**config.mk**
```make
export PLATFORM = sky130hd
export DESIGN_NAME = bcd_conv_arbiter_flat
export DESIGN_NICKNAME = d
export VERILOG_FILES = /design/src/rtl/bcd_conv_arbiter_if.sv /design/src/rtl/bcd_conv_arbiter.sv /design/src/flat_wrapper.sv
export SDC_FILE = /design/constraint.sdc
export NUM_CORES = 1
export LEC_CHECK = 0
export ABC_CLOCK_PERIOD_IN_PS = 1800
export BUFFER_PORTS_ARGS = -buffer_cell sky130_fd_sc_hd__buf_2
export CORE_MARGIN = 10
export CORE_UTILIZATION = 46
export DETAILED_ROUTE_END_ITERATION = 16
export PLACE_DENSITY = 0.8
export SLEW_MARGIN = 20
export SYNTH_ARGS = -nofsm -noshare
export SYNTH_HDL_FRONTEND = slang
export SYNTH_SLANG_ARGS = --single-unit
```
**constraint.sdc**
```tcl
create_clock -name Clock -period 1.8 [get_ports Clock]
set_input_delay 0.09 -clock Clock [delete_from_list [all_inputs] [get_ports Clock]]
set_output_delay 0.09 -clock Clock [all_outputs]
set_load 0.05 [all_outputs]
```
**src/rtl/bcd_conv_arbiter_if.sv**
```systemverilog
// rtl/bcd_conv_arbiter_if.sv - requester, converter and scan-bus signals of the shared BCD converter arbiter
interface bcd_conv_arbiter_if;
  logic       reqA;
  logic [4:0] valA;
  logic       ackA;
  logic       reqB;
  logic [4:0] valB;
  logic       ackB;
  logic [4:0] conv_in;
  logic [3:0] conv_tens;
  logic [3:0] conv_ones;
  logic [7:0] resA;
  logic [7:0] resB;
  logic       busy;
  logic       err;
  logic [3:0] scan_sel;
  logic [3:0] scan_digit;

  modport slave (
    input  reqA, valA, reqB, valB, conv_tens, conv_ones,
    output ackA, ackB, conv_in, resA, resB, busy, err, scan_sel, scan_digit
  );

  modport master (
    output reqA, valA, reqB, valB, conv_tens, conv_ones,
    input  ackA, ackB, conv_in, resA, resB, busy, err, scan_sel, scan_digit
  );
endinterface

```
**src/rtl/bcd_conv_arbiter.sv**
```systemverilog
// rtl/bcd_conv_arbiter.sv - round-robin sharing of one binary-to-BCD converter between two requesters
// Holds one result per side and scans the four digits onto a one-hot 7-seg digit bus.
module bcd_conv_arbiter #(
  parameter int SETTLE   = 1,
  parameter int SCAN_DIV = 4
) (
  input  logic                  Clock,
  input  logic                  Resetn,
  bcd_conv_arbiter_if.slave     bus
);

  typedef enum logic [1:0] {IDLE, WAIT, DONE} state_t;

  localparam logic [3:0] CNT_INIT = 4'(SETTLE - 1);
  localparam logic [7:0] DIV_LAST = 8'(SCAN_DIV - 1);

  state_t     state, state_n;
  logic       ptr, ptr_n;
  logic       gnt, gnt_n;
  logic [3:0] cnt, cnt_n;
  logic [4:0] conv_q, conv_n;
  logic [7:0] res_a, res_a_n;
  logic [7:0] res_b, res_b_n;
  logic       ack_a, ack_a_n;
  logic       ack_b, ack_b_n;
  logic       err_q, err_n;
  logic       side;
  logic       granted_req;
  logic [3:0] scan_sel;
  logic [7:0] presc;

  always_ff @(posedge Clock) begin
    if (!Resetn) begin
      state  <= IDLE;
      ptr    <= 1'b0;
      gnt    <= 1'b0;
      cnt    <= 4'd0;
      conv_q <= 5'd0;
      res_a  <= 8'd0;
      res_b  <= 8'd0;
      ack_a  <= 1'b0;
      ack_b  <= 1'b0;
      err_q  <= 1'b0;
    end else begin
      state  <= state_n;
      ptr    <= ptr_n;
      gnt    <= gnt_n;
      cnt    <= cnt_n;
      conv_q <= conv_n;
      res_a  <= res_a_n;
      res_b  <= res_b_n;
      ack_a  <= ack_a_n;
      ack_b  <= ack_b_n;
      err_q  <= err_n;
    end
  end

  // ptr/gnt encoding: 0 = requester A, 1 = requester B
  always_comb begin
    state_n     = state;
    ptr_n       = ptr;
    gnt_n       = gnt;
    cnt_n       = cnt;
    conv_n      = conv_q;
    res_a_n     = res_a;
    res_b_n     = res_b;
    ack_a_n     = 1'b0;
    ack_b_n     = 1'b0;
    err_n       = err_q;
    side        = (bus.reqA && bus.reqB) ? ptr : bus.reqB;
    granted_req = gnt ? bus.reqB : bus.reqA;
    case (state)
      IDLE: begin
        if (bus.reqA || bus.reqB) begin
          gnt_n   = side;
          conv_n  = side ? bus.valB : bus.valA;
          cnt_n   = CNT_INIT;
          state_n = WAIT;
        end
      end
      WAIT: begin
        if (!granted_req) begin
          state_n = IDLE;
        end else if (cnt != 4'd0) begin
          cnt_n = cnt - 4'd1;
        end else begin
          if (gnt) begin
            res_b_n = {bus.conv_tens, bus.conv_ones};
            ack_b_n = 1'b1;
          end else begin
            res_a_n = {bus.conv_tens, bus.conv_ones};
            ack_a_n = 1'b1;
          end
          if (bus.conv_tens > 4'd9 || bus.conv_ones > 4'd9) err_n = 1'b1;
          ptr_n   = ~gnt;
          state_n = DONE;
        end
      end
      DONE: begin
        state_n = IDLE;
      end
      default: begin
        state_n = IDLE;
      end
    endcase
  end

  // display scan free-runs regardless of the arbitration state
  always_ff @(posedge Clock) begin
    if (!Resetn) begin
      presc    <= 8'd0;
      scan_sel <= 4'b0001;
    end else if (presc == DIV_LAST) begin
      presc    <= 8'd0;
      scan_sel <= {scan_sel[2:0], scan_sel[3]};
    end else begin
      presc    <= presc + 8'd1;
    end
  end

  always_comb begin
    bus.scan_digit = 4'd0;
    case (scan_sel)
      4'b0001: bus.scan_digit = res_a[3:0];
      4'b0010: bus.scan_digit = res_a[7:4];
      4'b0100: bus.scan_digit = res_b[3:0];
      4'b1000: bus.scan_digit = res_b[7:4];
      default: bus.scan_digit = 4'd0;
    endcase
  end

  assign bus.ackA     = ack_a;
  assign bus.ackB     = ack_b;
  assign bus.conv_in  = conv_q;
  assign bus.resA     = res_a;
  assign bus.resB     = res_b;
  assign bus.busy     = (state != IDLE);
  assign bus.err      = err_q;
  assign bus.scan_sel = scan_sel;

endmodule

```
**src/flat_wrapper.sv**
```systemverilog
// flat-port wrapper written by rule: the top's interface ports become plain ports
module bcd_conv_arbiter_flat 
#(
  parameter int SETTLE   = 1,
  parameter int SCAN_DIV = 4
)
  (Clock, Resetn, bus_reqA, bus_valA, bus_reqB, bus_valB, bus_conv_tens, bus_conv_ones, bus_ackA, bus_ackB, bus_conv_in, bus_resA, bus_resB, bus_busy, bus_err, bus_scan_sel, bus_scan_digit);
  bcd_conv_arbiter_if bus_i ();
  input  logic Clock;
  input  logic Resetn;
  input wire logic [$bits(bus_i.reqA)-1:0] bus_reqA;
  input wire logic [$bits(bus_i.valA)-1:0] bus_valA;
  input wire logic [$bits(bus_i.reqB)-1:0] bus_reqB;
  input wire logic [$bits(bus_i.valB)-1:0] bus_valB;
  input wire logic [$bits(bus_i.conv_tens)-1:0] bus_conv_tens;
  input wire logic [$bits(bus_i.conv_ones)-1:0] bus_conv_ones;
  output wire logic [$bits(bus_i.ackA)-1:0] bus_ackA;
  output wire logic [$bits(bus_i.ackB)-1:0] bus_ackB;
  output wire logic [$bits(bus_i.conv_in)-1:0] bus_conv_in;
  output wire logic [$bits(bus_i.resA)-1:0] bus_resA;
  output wire logic [$bits(bus_i.resB)-1:0] bus_resB;
  output wire logic [$bits(bus_i.busy)-1:0] bus_busy;
  output wire logic [$bits(bus_i.err)-1:0] bus_err;
  output wire logic [$bits(bus_i.scan_sel)-1:0] bus_scan_sel;
  output wire logic [$bits(bus_i.scan_digit)-1:0] bus_scan_digit;
  assign bus_i.reqA = bus_reqA;
  assign bus_i.valA = bus_valA;
  assign bus_i.reqB = bus_reqB;
  assign bus_i.valB = bus_valB;
  assign bus_i.conv_tens = bus_conv_tens;
  assign bus_i.conv_ones = bus_conv_ones;
  assign bus_ackA = bus_i.ackA;
  assign bus_ackB = bus_i.ackB;
  assign bus_conv_in = bus_i.conv_in;
  assign bus_resA = bus_i.resA;
  assign bus_resB = bus_i.resB;
  assign bus_busy = bus_i.busy;
  assign bus_err = bus_i.err;
  assign bus_scan_sel = bus_i.scan_sel;
  assign bus_scan_digit = bus_i.scan_digit;
  bcd_conv_arbiter #(.SETTLE(SETTLE), .SCAN_DIV(SCAN_DIV)) u_core (.Clock(Clock), .Resetn(Resetn), .bus(bus_i));
endmodule
```
## Word level (Yosys, flattened, before mapping)

Cells that the tools add are included.

| word-level totals | value |
|---|---|
| flip-flop bits (word level) | 44 |
| output and inout bits | 33 |
| word-level logic and storage cells | 61 |

| cells by class | value |
|---|---|
| add/subtract/negate cells | 2 |
| $lt $le $gt $ge | 2 |
| equal/unequal tests | 10 |
| muxes and demuxes | 14 |
| bitwise logic cells | 5 |
| reductions and logical operators | 16 |

Operators by type and width:

| operator | number |
|---|---|
| $pmux 4 s4 | 1 |
| $reduce_and 4->1 | 4 |
| $mux 4 | 3 |
| $add 8x1->8 const B | 1 |
| $eq 8x2->1 const B | 1 |
| $gt 4x4->1 const B | 2 |
| $pmux 4 s2 | 1 |
| $mux 2 | 3 |
| $ne 2x1->1 const B | 3 |
| $mux 5 | 1 |
| $not 1->1 | 5 |
| $eq 4x1->1 const B | 1 |
| $eq 4x2->1 const B | 1 |
| $eq 4x3->1 const B | 1 |
| $eq 4x4->1 const B | 1 |
| $mux 1 | 4 |
| $pmux 2 s2 | 1 |
| $reduce_and 2->1 | 2 |
| $reduce_bool 2->1 | 2 |
| $reduce_bool 4->1 | 1 |
| $reduce_or 4->1 | 1 |
| $sub 4x1->4 const B | 1 |
| $ne 3x3->1 const B | 1 |
| $reduce_and 3->1 | 1 |
| other kinds (5) | 6 |

## Logic depth before layout (Yosys ltp)

Gate-level depths: netlist of run 1.

| depth | value |
|---|---|
| depth after elaboration | 4 |
| depth in mapped cells | 8 |
| depth with buffers taken out | 6 |

## Least setup slack after synthesis of run 1

No wires, ideal clock.

| timing path | value |
|---|---|
| path kind | reg-to-output |
| start | register u_core.scan_sel[2] (netlist: u_core.bus.scan_sel[2]) |
| end | output port bus_scan_digit[0] |
| arrival time | 2334 ps |
| data required time | 1710 ps |
| path slack | -624 ps |
| cell stages (with the launch flop) | 6 |
| cells stage by stage | dfxtp_1 -> clkbuf_1 -> nand3b_1 -> a21oi_1 -> a31oi_1 -> o21ai_0 |

| between the ends | value |
|---|---|
| longest elaborated chain between the ends | 2 |
| elaborated cells between the ends (all ways) | 5 |

RTL lines:

| element | RTL line | text |
|---|---|---|
| from (decl) | bcd_conv_arbiter.sv:29 | `logic [3:0] scan_sel;` |
| from (signal assigned) | bcd_conv_arbiter.sv:115 | `scan_sel <= {scan_sel[2:0], scan_sel[3]};` |
| $eq 4x4->1, or another cell as far along | bcd_conv_arbiter.sv:123 | `case (scan_sel)` |
| $pmux 4 s4 (*) | bcd_conv_arbiter.sv:123 |  |
| to (decl) | flat_wrapper.sv:25 | `output wire logic [$bits(bus_i.scan_digit)-1:0] bus_scan_digit;` |

Mark *: on every way between the ends. The rest lies on a longest branch, timed or not.

## Final worst setup path of run 1

| timing path | value |
|---|---|
| start | register u_core.cnt[0] |
| end | register u_core.res_b[4] (netlist: u_core.bus.resB[4]) |

| between the ends | value |
|---|---|
| longest elaborated chain between the ends | 3 |

RTL lines:

| element | RTL line | text |
|---|---|---|
| from (decl) | bcd_conv_arbiter.sv:20 | `logic [3:0] cnt, cnt_n;` |
| from (signal assigned) | bcd_conv_arbiter.sv:48 | `cnt <= cnt_n;` |
| $reduce_bool 4->1 | bcd_conv_arbiter.sv:84 | `end else if (cnt != 4'd0) begin` |
| $not 1->1 (no source line) | -- |  |
| $reduce_and 4->1 (no source line) | -- |  |
| to (signal assigned) | bcd_conv_arbiter.sv:51 | `res_b <= res_b_n;` |
| to (decl) | bcd_conv_arbiter.sv:23 | `logic [7:0] res_b, res_b_n;` |

No other way between the ends.
A chain may end at the register's enable or synchronous reset.

==> key figures, run 1 <==
Drt
  • DRC errors left: 0
  • WL/cell: 14.1 µm
  • Met3 Wirelength: 425 µm
  • Met2 WL: 2020 µm
  • Wl on met1: 2270 µm
  • TritonRoute pass-1 iters: 5
  • Highest routed layer: met4
  • Violation count after the first detailed-route iteration: 92
  • Drt total wl: 4800 µm
  • Vias per cell: 5.15
  • Antenna viol nets, final: 0
  • Vias: 1755

CTS
  • CTS max path bufs: 2
  • Clk root buf: clkbuf_8
  • Clock transition at path regs: 0.08 ns
  • Clock sinks: 44
  • CTS tree: built
  • H-Tree Depth: 2
  • Clk_lat worst skew: 0.30 ns
  • CTS buffer count: 5

Final layout
  • Layout overhead on the synthesized area: 25.0%
  • Nets@finish: 314
  • Design area: 2470 µm²
  • Layout cells sized above 1: 31.3%
  • Filler Cells Inserted: 348
  • Antenna diode count: 0

Yosys
  • Post-synth EDFFs: 0
  • Seq/Total Area, Yosys: 44.5%
  • Prevailing post-synth register cell: dfxtp_1
  • Async S/R FF share, synth: 0%
  • Netlist Area Pre-Place: 1980 µm²
  • Largest cells by area after synthesis: dfxtp_1 45%, nand2_1 7.2%, mux2i_1 5.6%
  • Yosys warns: 0
  • Syn Inst Count: 230
  • Post-synthesis cell type count: 39
  • Synth Area per Inst: 8.60 µm²
  • Mapped Nets: 254
  • Synth top cells by count: 44 x dfxtp_1, 38 x nand2_1, 21 x o21ai_0, 18 x nand3_1, 14 x nor2_1
  • Yosys top cell area share: 44.5%
  • Synth area leader: dfxtp_1
  • Most common cell in the netlist: dfxtp_1
  • Flop and latch count out of synthesis: 44

STA
  • Final period util: 95.8%
  • Worst Skew: 0.00551 ns
  • Hold Vio Cnt, Final: 0
  • Setup Viol. Count Final: 0
  • Max-slew headroom: 67.6%
  • Fin crit period: 1.72 ns
  • Least-Margin Pin Slew: 0.483 ns
  • FMAX: 580 MHz
  • Max Slew Vio Count: 0
  • Final WS setup: 0.0763 ns
  • RSZ-0062 raised after global routing: true

Setup path
  • Crit path largest cell delay: 0.38 ns
  • CP arrival: 1.92 ns
  • Critical Path Fanout Max: 17
  • CP Capture Type: register
  • Worst path slowest cell: or3b_4
  • Crit Path Class: reg2reg
  • Worst Path Required: 2.00 ns
  • CP cell instances: inv_1, ha_1, or3b_4, or3_4, buf_12, nand3_1, o21ai_2
  • Worst setup SP type: register

Floorplan
  • Io pins: 55
  • Die area: 7320 µm²
  • Die X: 85.6 µm
  • Cell row count: 23
  • Die height: 85.6 µm
  • Core box area: 4090 µm²
  • Starting density of the core: 48.4%

Pwr
  • Static leakage: 1.11 nW
  • Maximum vdd drop: 554 µV
  • Pwr dens: 824 nW/µm²

Place
  • Port Buffers: 54
  • Placer Congestion: 0.806
  • Placed Area: 2360 µm²
  • Pre-CTS setup slack: 0.0195 ns
  • Post-detail-place hpwl: 3610 µm

Flow run
  • Max Cap Violations: 0

Global routing
  • GRT Util Overall: 13.1%
  • Vias in the first global route: 1682
  • Initial antenna violation count: 0
  • Largest net degree at the start of global routing: 38
  • Aggregate global routing overflow: 0
  • First-pass GRT wire length: 7940 µm

Outcome
  • Status: finished clean

Hold path
  • Worst Hold Class: in2reg
kinds of logic (layout without fill, tap and decap cells):
family / Yosys count / in the layout / share of synthesized area (%)
simple gates: 107 / 107 / 28.1
flops: 44 / 44 / 44.5
mux: 11 / 11 / 5.57
buf+inv: 16 / 77 / 4.30
fa+ha+maj: 2 / 2 / 1.26
xor+xnor: 7 / 7 / 3.10
compound gates: 43 / 43 / 13.1
per-layer routing:
metal	track usage [%]	vias up
li1	-	908
met1	15.8	785
met2	19.5	52
met3	6.53	10
met4	4.94	0
met5	0	-
sequential cells by signal, summed over array words and instances, names as in the netlist:
signal and count:
u_core.bus.ackA 1, u_core.bus.ackB 1, u_core.bus.conv_in 5, u_core.bus.err 1, u_core.bus.resA 8, u_core.bus.resB 8
u_core.bus.scan_sel 4, u_core.cnt 4, u_core.gnt 1, u_core.presc 8, u_core.ptr 1, u_core.state 2
repair_timing:
item	CTS	global route
hold buffers	0	0
buffers inserted	0	1
resized for setup	0	7
endpoints found under the setup margin	0	11
cells in the final DEF, fill, tap and decap left out, drive strengths merged, types with 3 or more instances in the layout:
cell type  synthesis  layout
buf                5      64
dfxtp             44      44
nand2             38      38
o21ai             30      30
nand3             20      20
nor2              14      14
mux2i             11      11
nand3b             9       9
a21oi              7       7
clkbuf             7       7
nor2b              5       5
inv                4       4
xnor2              4       4
and2               3       3
nor3b              3       3
xor2               3       3
nor3               3       3
through the flow:
stage | hold slack, ns | total power, mW | cells | util [%] | setup TNS, ns
CTS | 0.0201 | 2.06 | 340 | 59.9 | 0
detailed placement | 0.334 | 1.43 | 332 | 57.7 | 0
global placement | 0.324 | 1.42 | 332 | 57.7 | 0
global route | 0.0187 | 2.14 | 341 | 60.5 | -0.0274
finish | 0.0346 | 2.04 | 341 | 60.5 | 0
floorplan | 0.220 | 1.31 | 230 | - | 0
path summary, 6_finish.rpt:
check / startpoint / to / slack [ns] / cells after the start
worst max-delay path: u_core.cnt[0] / u_core.bus.resB[4] / 0.08 / 7
worst min-delay path: bus_conv_tens[2] / u_core.bus.resA[6] / 0.03 / 3
worst max register to register: u_core.cnt[0] / u_core.bus.resB[4] / 0.08 / 7
worst min register to register: u_core.presc[0] / u_core.presc[0] / 0.45 / 1
power by group:
group,switching (mW),leakage (nW),internal [mW]
registers,0.0287,0.358,1.01
clock network,0.325,0.0510,0.306
logic,0.250,0.699,0.112
final cells by class:
| type | count | area [µm²] | area share, % |
|---|---|---|---|
| multi-input combinational | 170 | 1030 | 41.8 |
| sequential | 44 | 881 | 35.6 |
| timing repair buffer | 65 | 389 | 15.7 |
| clock buffer | 6 | 82.6 | 3.34 |
| tap | 50 | 62.6 | 2.53 |
| inverter | 4 | 15.0 | 0.607 |
| clock inverter | 2 | 10.0 | 0.405 |
worst max-delay path, delay by kind of cell, from the launching register on:
| family | cells | cell delay (ns) |
|---|---|---|
| buf+inv | 2 | 0.21 |
| flops | 1 | 0.32 |
| simple gates | 3 | 0.86 |
| compound gates | 1 | 0.06 |
| fa+ha+maj | 1 | 0.16 |
(Power assumes the default switching activity.)
==> inputs of run 2 (changes only) <==
--- a/config.mk
+++ b/config.mk
@@ -11,6 +11,7 @@
 export CORE_UTILIZATION = 46
 export DETAILED_ROUTE_END_ITERATION = 16
 export PLACE_DENSITY = 0.8
+export RECOVER_POWER = 50
 export SLEW_MARGIN = 20
 export SYNTH_ARGS = -nofsm -noshare
 export SYNTH_HDL_FRONTEND = slang
==> key figures, run 2 (synthesis gave the netlist of run 1 again) <==
CTS
  • CTS max path bufs: 2
  • Clk root buf: clkbuf_8
  • CTS buffer count: 5
  • CTS tree: built
  • H-Tree Depth: 2
  • Clk_lat worst skew: 0.30 ns
  • Clock transition at path regs: 0.08 ns
  • Clock sinks: 44

Global routing
  • Vias in the first global route: 1682
  • Largest net degree at the start of global routing: 38
  • Initial antenna violation count: 0
  • GRT Util Overall: 13.1%
  • First-pass GRT wire length: 7940 µm
  • Aggregate global routing overflow: 0

Hold path
  • Worst Hold Class: in2reg

STA
  • Least-Margin Pin Slew: 0.626 ns
  • Hold WS: 0.0304 ns
  • Max Slew Vio Count: 0
  • Hold Vio Cnt, Final: 0
  • Fin crit period: 1.72 ns
  • Setup Viol. Count Final: 0
  • Final period util: 95.6%
  • Max-slew headroom: 58.5%
  • Worst Skew: 0.00496 ns
  • RSZ-0062 raised after global routing: true
  • FMAX: 581 MHz

Pwr
  • Maximum vdd drop: 554 µV
  • Static leakage: 0.996 nW
  • Pwr dens: 833 nW/µm²

Setup path
  • Critical Path Fanout Max: 17
  • CP arrival: 1.92 ns
  • Worst Path Required: 2.00 ns
  • CP Capture Type: register
  • CP cell instances: inv_1, ha_1, or3b_4, or3_4, buf_12, nand3_1, o21ai_2
  • Crit Path Class: reg2reg
  • Worst setup SP type: register
  • Crit path largest cell delay: 0.38 ns
  • Worst path slowest cell: or3b_4

Place
  • Placer Congestion: 0.806
  • Dpl cells: 332
  • Port Buffers: 54
  • Post-detail-place hpwl: 3610 µm

Final layout
  • Finished Layout Cells: 341
  • Layout cells sized above 1: 22.0%
  • Filler Cells Inserted: 361
  • Nets@finish: 314
  • Most common cell after layout, fill and taps aside: dfxtp_1
  • Antenna diode count: 0
  • Layout overhead on the synthesized area: 23.3%
  • Most frequent cells in the layout: 44 x dfxtp_1, 38 x nand2_1, 27 x clkbuf_1

Floorplan
  • Die X: 85.6 µm
  • Cell row count: 23
  • Core box area: 4090 µm²
  • Io pins: 55
  • Die area: 7320 µm²
  • Die height: 85.6 µm
  • Starting density of the core: 48.4%

Drt
  • Antenna viol nets, final: 0
  • Vias: 1741
  • Vias per cell: 5.11
  • TritonRoute pass-1 iters: 4
  • DRC errors left: 0
  • Violation count after the first detailed-route iteration: 90
  • WL/cell: 14.0 µm
  • Drt total wl: 4780 µm

Flow run
  • Max Cap Violations: 0

Outcome
  • Status: finished clean
-- run 2: timing repair --
item	CTS	global route
setup endpoints to repair	0	11
hold buffers	0	0
gates resized for setup	0	7
buffers inserted	0	1
hold endpoints to repair	0	0
-- run 2: stage by stage --
stage               setup slack, ns  cell area [µm²]  utilization (%)  setup TNS, ns  total power, mW
CTS                         0.00808             2450             59.9              0             2.06
global route                -0.0274             2440             59.7        -0.0274             2.13
global placement             0.0815             2360             57.7              0             1.42
floorplan                   0.00451             1990                -              0             1.31
detailed placement           0.0195             2360             57.7              0             1.43
finish                       0.0796             2440             59.7              0             2.03
-- run 2: final timing paths --
kind | cells past startpoint | startpoint | end | slack [ns]
setup / recovery | 7 | u_core.cnt[0] | u_core.bus.resB[4] | 0.08
setup reg to reg | 7 | u_core.cnt[0] | u_core.bus.resB[4] | 0.08
hold / removal | 3 | bus_conv_ones[0] | u_core.bus.resA[0] | 0.03
hold reg to reg | 1 | u_core.presc[0] | u_core.presc[0] | 0.45
-- run 2: worst max-delay path, delay by kind of cell, from the launching register on --
kind	cells	cell delay, ns
and+or+nand+nor	3	0.86
adders and majority gates	1	0.16
DFF	1	0.32
AOI/OAI and AO/OA	1	0.06
buffers and inverters	2	0.21
-- run 2: report_power, final --
group / total [mW] / switching [mW] / internal, mW / leakage (nW)
registers: 1.04 / 0.0293 / 1.01 / 0.358
clock network: 0.635 / 0.329 / 0.306 / 0.0510
logic: 0.354 / 0.250 / 0.104 / 0.588
total: 2.03 / 0.608 / 1.42 / 0.996
-- run 2: cell type report --
type / count / area [µm²] / share of cell area (%)
tap: 50 / 62.6 / 2.57
multi-input combinational: 170 / 1030 / 42.3
sequential: 44 / 881 / 36.1
inverter: 4 / 15.0 / 0.616
clock buffer: 6 / 82.6 / 3.39
timing repair buffer: 65 / 355 / 14.6
clock inverter: 2 / 10.0 / 0.410
-- run 2: routing by layer --
layer	share of wire, %	global-route usage (%)	vias up
li1	-	-	909
met1	47	15.8	769
met2	42	19.5	53
met3	8.7	6.53	10
met4	1.6	4.94	0
met5	0	0	-
